### src/rtl/mul_seq_pkg.sv
// mul_seq_pkg: shared types and sizing helpers for the nibble-serial multiplier
//   state_t : FSM encoding (IDLE, BUSY, DONE)
//   NIB     : slice width handled by the shared 4x4 core
//   np(w)   : number of nibble products per w x w operation
package mul_seq_pkg;
   typedef enum logic [1:0] {IDLE, BUSY, DONE} state_t;
   localparam int NIB = 4;
   function automatic int np(input int w);
      return (w / NIB) * (w / NIB);
   endfunction
endpackage

### src/rtl/mul4x4_core.sv
// mul4x4_core: combinational 4x4 unsigned array multiplier built from HA/FA cells
//   x [3:0] : multiplicand nibble
//   y [3:0] : multiplier nibble
//   o [7:0] : product x*y
module mul4x4_core (
   input  logic [3:0] x,
   input  logic [3:0] y,
   output logic [7:0] o
);
   logic [4:0] p;
   logic [4:0] s;
   logic       c;
   logic       a;
   logic       b;
   // Each row ripples the next partial-product row into the upper bits of the
   // running sum; bit 0 of every row is final. The column-0 cell sees c=0 (a HA),
   // the rest are FAs, and the last row's upper bits form the final adder output.
   always_comb begin
      o = '0;
      s = '0;
      c = 1'b0;
      a = 1'b0;
      b = 1'b0;
      p = {1'b0, x & {4{y[0]}}};
      o[0] = p[0];
      for (int r = 1; r < 4; r++) begin
         c = 1'b0;
         for (int k = 0; k < 4; k++) begin
            a = x[k] & y[r];
            b = p[k+1];
            s[k] = a ^ b ^ c;
            c = (a & b) | (c & (a ^ b));
         end
         s[4] = c;
         p = s;
         o[r] = p[0];
      end
      o[7:4] = p[4:1];
   end
endmodule

### src/rtl/mul_nibble_seq.sv
// mul_nibble_seq: multi-cycle unsigned WxW multiplier reusing one 4x4 core per nibble pair
//   clk, rst_n           : clock, asynchronous active-low reset
//   in_valid/in_ready    : operand handshake, in_a/in_b latched on acceptance
//   out_valid/out_ready  : product handshake, out_p held until taken and afterwards
//   busy                 : high while nibble products are being accumulated
//   MUL_ZERO_SKIP_EN     : when defined, a zero operand goes straight to DONE with out_p=0
module mul_nibble_seq
   import mul_seq_pkg::*;
#(
   parameter int W = 8
) (
   input  logic           clk,
   input  logic           rst_n,
   input  logic           in_valid,
   output logic           in_ready,
   input  logic [W-1:0]   in_a,
   input  logic [W-1:0]   in_b,
   output logic           out_valid,
   input  logic           out_ready,
   output logic [2*W-1:0] out_p,
   output logic           busy
);
   localparam int NPP = np(W);
   localparam int NW  = W / NIB;
   localparam int IW  = NPP > 1 ? $clog2(NPP) : 1;
   localparam int PW  = 2 * W;
   state_t          state;
   state_t          state_nxt;
   logic [W-1:0]    a_r;
   logic [W-1:0]    b_r;
   logic [PW-1:0]   acc;
   logic [PW-1:0]   acc_nxt;
   logic [IW-1:0]   idx;
   logic [NIB-1:0]  xa;
   logic [NIB-1:0]  yb;
   logic [7:0]      prod;
   logic            last;
   logic            zero;
   int              i;
   int              j;
`ifdef MUL_ZERO_SKIP_EN
   assign zero = (in_a == '0) || (in_b == '0);
`else
   assign zero = 1'b0;
`endif
   assign i         = int'(idx) % NW;
   assign j         = int'(idx) / NW;
   assign xa        = a_r[NIB*i +: NIB];
   assign yb        = b_r[NIB*j +: NIB];
   assign last      = idx == IW'(NPP - 1);
   assign in_ready  = state == IDLE;
   assign out_valid = state == DONE;
   assign busy      = state == BUSY;
   mul4x4_core u_core (.x(xa), .y(yb), .o(prod));
   always_comb begin
      acc_nxt = acc + (PW'(prod) << (NIB * (i + j)));
   end
   always_comb begin
      state_nxt = state == IDLE ? (in_valid ? (zero ? DONE : BUSY) : IDLE)
                : state == BUSY ? (last ? DONE : BUSY)
                : (out_ready ? IDLE : DONE);
   end
   always_ff @(posedge clk or negedge rst_n) begin
      if (!rst_n) state <= IDLE;
      else        state <= state_nxt;
   end
   always_ff @(posedge clk or negedge rst_n) begin
      if (!rst_n) begin
         a_r   <= '0;
         b_r   <= '0;
         acc   <= '0;
         idx   <= '0;
         out_p <= '0;
      end else if (state == IDLE && in_valid) begin
         a_r <= in_a;
         b_r <= in_b;
         acc <= '0;
         idx <= '0;
         if (zero) out_p <= '0;
      end else if (state == BUSY) begin
         acc <= acc_nxt;
         idx <= idx + 1'b1;
         if (last) out_p <= acc_nxt;
      end
   end
endmodule

### config.mk
export PLATFORM = sky130hd
export DESIGN_NAME = mul_nibble_seq
export DESIGN_NICKNAME = d
export VERILOG_FILES = /design/src/rtl/mul_seq_pkg.sv /design/src/rtl/mul4x4_core.sv /design/src/rtl/mul_nibble_seq.sv
export SDC_FILE = /design/constraint.sdc
export NUM_CORES = 1
export LEC_CHECK = 0
export ABC_AREA = 1
export CAP_MARGIN = 20
export CORE_MARGIN = 2
export CORE_UTILIZATION = 60
export CTS_BUF_LIST = sky130_fd_sc_hd__clkbuf_4 sky130_fd_sc_hd__clkbuf_8
export CTS_CLUSTER_SIZE = 40
export DETAILED_ROUTE_END_ITERATION = 10
export HOLD_SLACK_MARGIN = 0.1
export PLACE_DENSITY = 0.8
export SKIP_LAST_GASP = 1
export SYNTH_ARGS = -nofsm -noshare
export SYNTH_HDL_FRONTEND = slang
export SYNTH_SLANG_ARGS = --single-unit
### constraint.sdc
create_clock -name clk -period 14.25 [get_ports clk]
set_clock_uncertainty 0.05 [all_clocks]
set_input_delay 1.425 -clock clk [delete_from_list [all_inputs] [get_ports clk]]
set_output_delay 1.425 -clock clk [all_outputs]
set_load 0.1 [all_outputs]
==> flow_summary.json <==
{
  "critPathRequiredTime_ps": 14400,
  "vias": 2945,
  "ctsHtreeMaxLevel": 2,
  "synth_area_sq_um": 3498,
  "overflow": 0,
  "slew_headroom": 0.3485,
  "drv_slew": 0,
  "hold_buffers": 0,
  "rows": 27,
  "io_buffers": 38,
  "period_needed_ps": 5868,
  "die-area_sq_um": 6458,
  "netlist_instances": 444,
  "vias_per_cell": 5.325,
  "cp_cell_sequence": "mux2i_1 -> nor2_1 -> ha_1 -> fa_1 -> inv_1 -> fa_1 -> inv_1 -> fa_1 -> fa_1 -> fa_1 -> fa_1 -> inv_1 -> fa_1 -> or2_2 -> a21oi_1 -> ha_1 -> nand2_1 -> inv_1 -> nand2_1 -> nand2_1 -> a21oi_1 -> nand3_1 -> nand3_1 -> nand2_1",
  "routed_wl_microns": 7838,
  "synthDistinctLibCells": 32,
  "seq_area_frac_synth": 0.3720,
  "hpwl_microns": 6031,
  "finalWorstSetupSlack_ps": 8382,
  "wl_per_cell_microns": 14.17,
  "cp_data_arrival_time_ps": 6020,
  "startpoint_type": "flip-flop",
  "gp_congestion": 0.9456,
  "clk_latency_ps": 310,
  "drt_iter0_drc": 207,
  "mostFrequentLayoutCell": "nand2_1",
  "track_usage": 0.2749,
  "ys_warn_count": 0,
  "fin_cells": 553,
  "syn_to_final_growth_pct": 14.48,
  "die_x_microns": 80.36,
  "post-cts-setup-buffers": 0,
  "cts_num_sinks": 52,
  "critical_path_class": "flip-flop to flip-flop",
  "cp_slowest_cell": "dfrtp_1",
  "worst_setup_path_end_kind": "flip-flop",
  "path_max_fanout": 6,
  "clockBufferDepth": 2,
  "first_pass_iters": 4,
  "cp_num_buf_inv": 4,
  "cpPeakStageDelay_ps": 550,
  "post-place-ws_ps": 8429,
  "cp_common_cell": "fa_1",
  "io_pins": 39,
  "drc_errors": 0,
  "syn_area_per_cell_sq_um": 7.879,
  "grt_start_max_net_pins": 53,
  "antennaDiodeCount": 0,
  "cts_made_buffers": 5,
  "rsz0062_at_grt": "false",
  "status": "finished, final reports clean",
  "cts_resized": 0,
  "core_area_sq_um": 5574,
  "die_y_microns": 80.36,
  "finalHoldViolations": 0,
  "fin_setup_tns_ps": 0,
  "fin_nets": 529,
  "root_buffer": "clkbuf_8",
  "cap_violations": 0,
  "grt_pass1_vias": 2993,
  "clk_pin_slew_ps": 90,
  "tightest_slew_ps": 974.2,
  "initial_core_util": 0.6276,
  "postRouteAntennaNets": 0,
  "dp.cells": 545,
  "min_path_type": "flip-flop to flip-flop",
  "fin_crit_sh": 0.4118,
  "tritoncts": "yes",
  "synth-seq-cells": 52,
  "holdWs_ps": 437.0,
  "syn-num-nets": 493,
  "final_cell_mix": "nand2_1 (145), inv_1 (57), dfrtp_1 (52)",
  "grt_pass1_wl_microns": 13580,
  "setup_violations": 0,
  "crit_family": "adder cells",
  "antenna_found_initial": 0,
  "max_clock_freq_mhz": 170.4,
  "drive_gt1_frac": 0.08524
}
## registers in the layout, indices dropped and copies added (netlist names)
signal  cells
b_r         8
idx         2
out_p      16
acc        16
a_r         8
state       2
## Yosys cell counts (all sizes together)
library cell,instances,area [sq um]
mux2i,8,80.08
fa,9,180.2
xnor2,2,17.52
or2,11,71.32
nand4,1,6.260
mux2,16,214.0
nand2,148,568.0
ha,20,250.2
nand3b,3,22.52
xor2,1,8.760
buf,8,55.05
o22ai,1,6.260
clkbuf,2,8.750
o21ai,16,80.08
nand3,33,165.2
dfrtp,52,1301
a22o,1,8.760
a21oi,12,60.06
nor3,3,15.01
nor2,38,157.7
inv,59,221.5
## through the flow
stage / util / cell area, sq um
final: 0.7185 / 4005
after detailed placement: 0.7010 / 3908
after CTS: 0.7185 / 4005
after global routing: 0.7185 / 4005
after global placement: 0.7010 / 3908
after floorplan: - / 3498
## metal layers
layer  global-route usage  vias up  wire [microns]
met5                    0        -               0
met4               0.1034        0             163
met3              0.04382       16             398
met2               0.4858      107            3960
met1               0.3360     1352            3316
li1                     -     1470               -
## final timing paths
check                      startpoint   endpoint  slack, ps  depth (start not counted)
setup / recovery               idx[1]    acc[15]       8380                         24
max in group asynchronous       rst_n   out_p[7]      12550                          2
min in group asynchronous       rst_n   out_p[3]       1160                          2
hold reg to reg             out_p[12]  out_p[12]        440                          2
hold / removal              out_p[12]  out_p[12]        440                          2
setup reg to reg               idx[1]    acc[15]       8380                         24
## final cells by class
| type | instances | area [sq um] |
|---|---|---|
| Fill cell | 471 | 1569 |
| Clock buffer | 7 | 90.09 |
| Sequential cell | 52 | 1301 |
| Multi-Input combinational cell | 323 | 1912 |
| Tap cell | 72 | 90.09 |
| Clock inverter | 1 | 7.507 |
| Inverter | 59 | 221.5 |
| Timing Repair Buffer | 39 | 382.9 |
## logic make-up after synthesis
family,share of synthesized area
compound gates,0.04435
flops,0.3720
buf+inv,0.08154
fa+ha+maj,0.1230
mux,0.08405
simple gates,0.2876
xor+xnor,0.007512
## worst register-to-register path, delay by kind of cell (launching register included)
kind / cells / cell delay [ps]
buf+inv: 4 / 310
mux: 1 / 470
fa+ha+maj: 9 / 3140
compound gates: 2 / 310
simple gates: 8 / 940
flops: 1 / 550
Power is not shown: default switching activity piles up to over one toggle a cycle in this logic, so the estimate is an artifact.
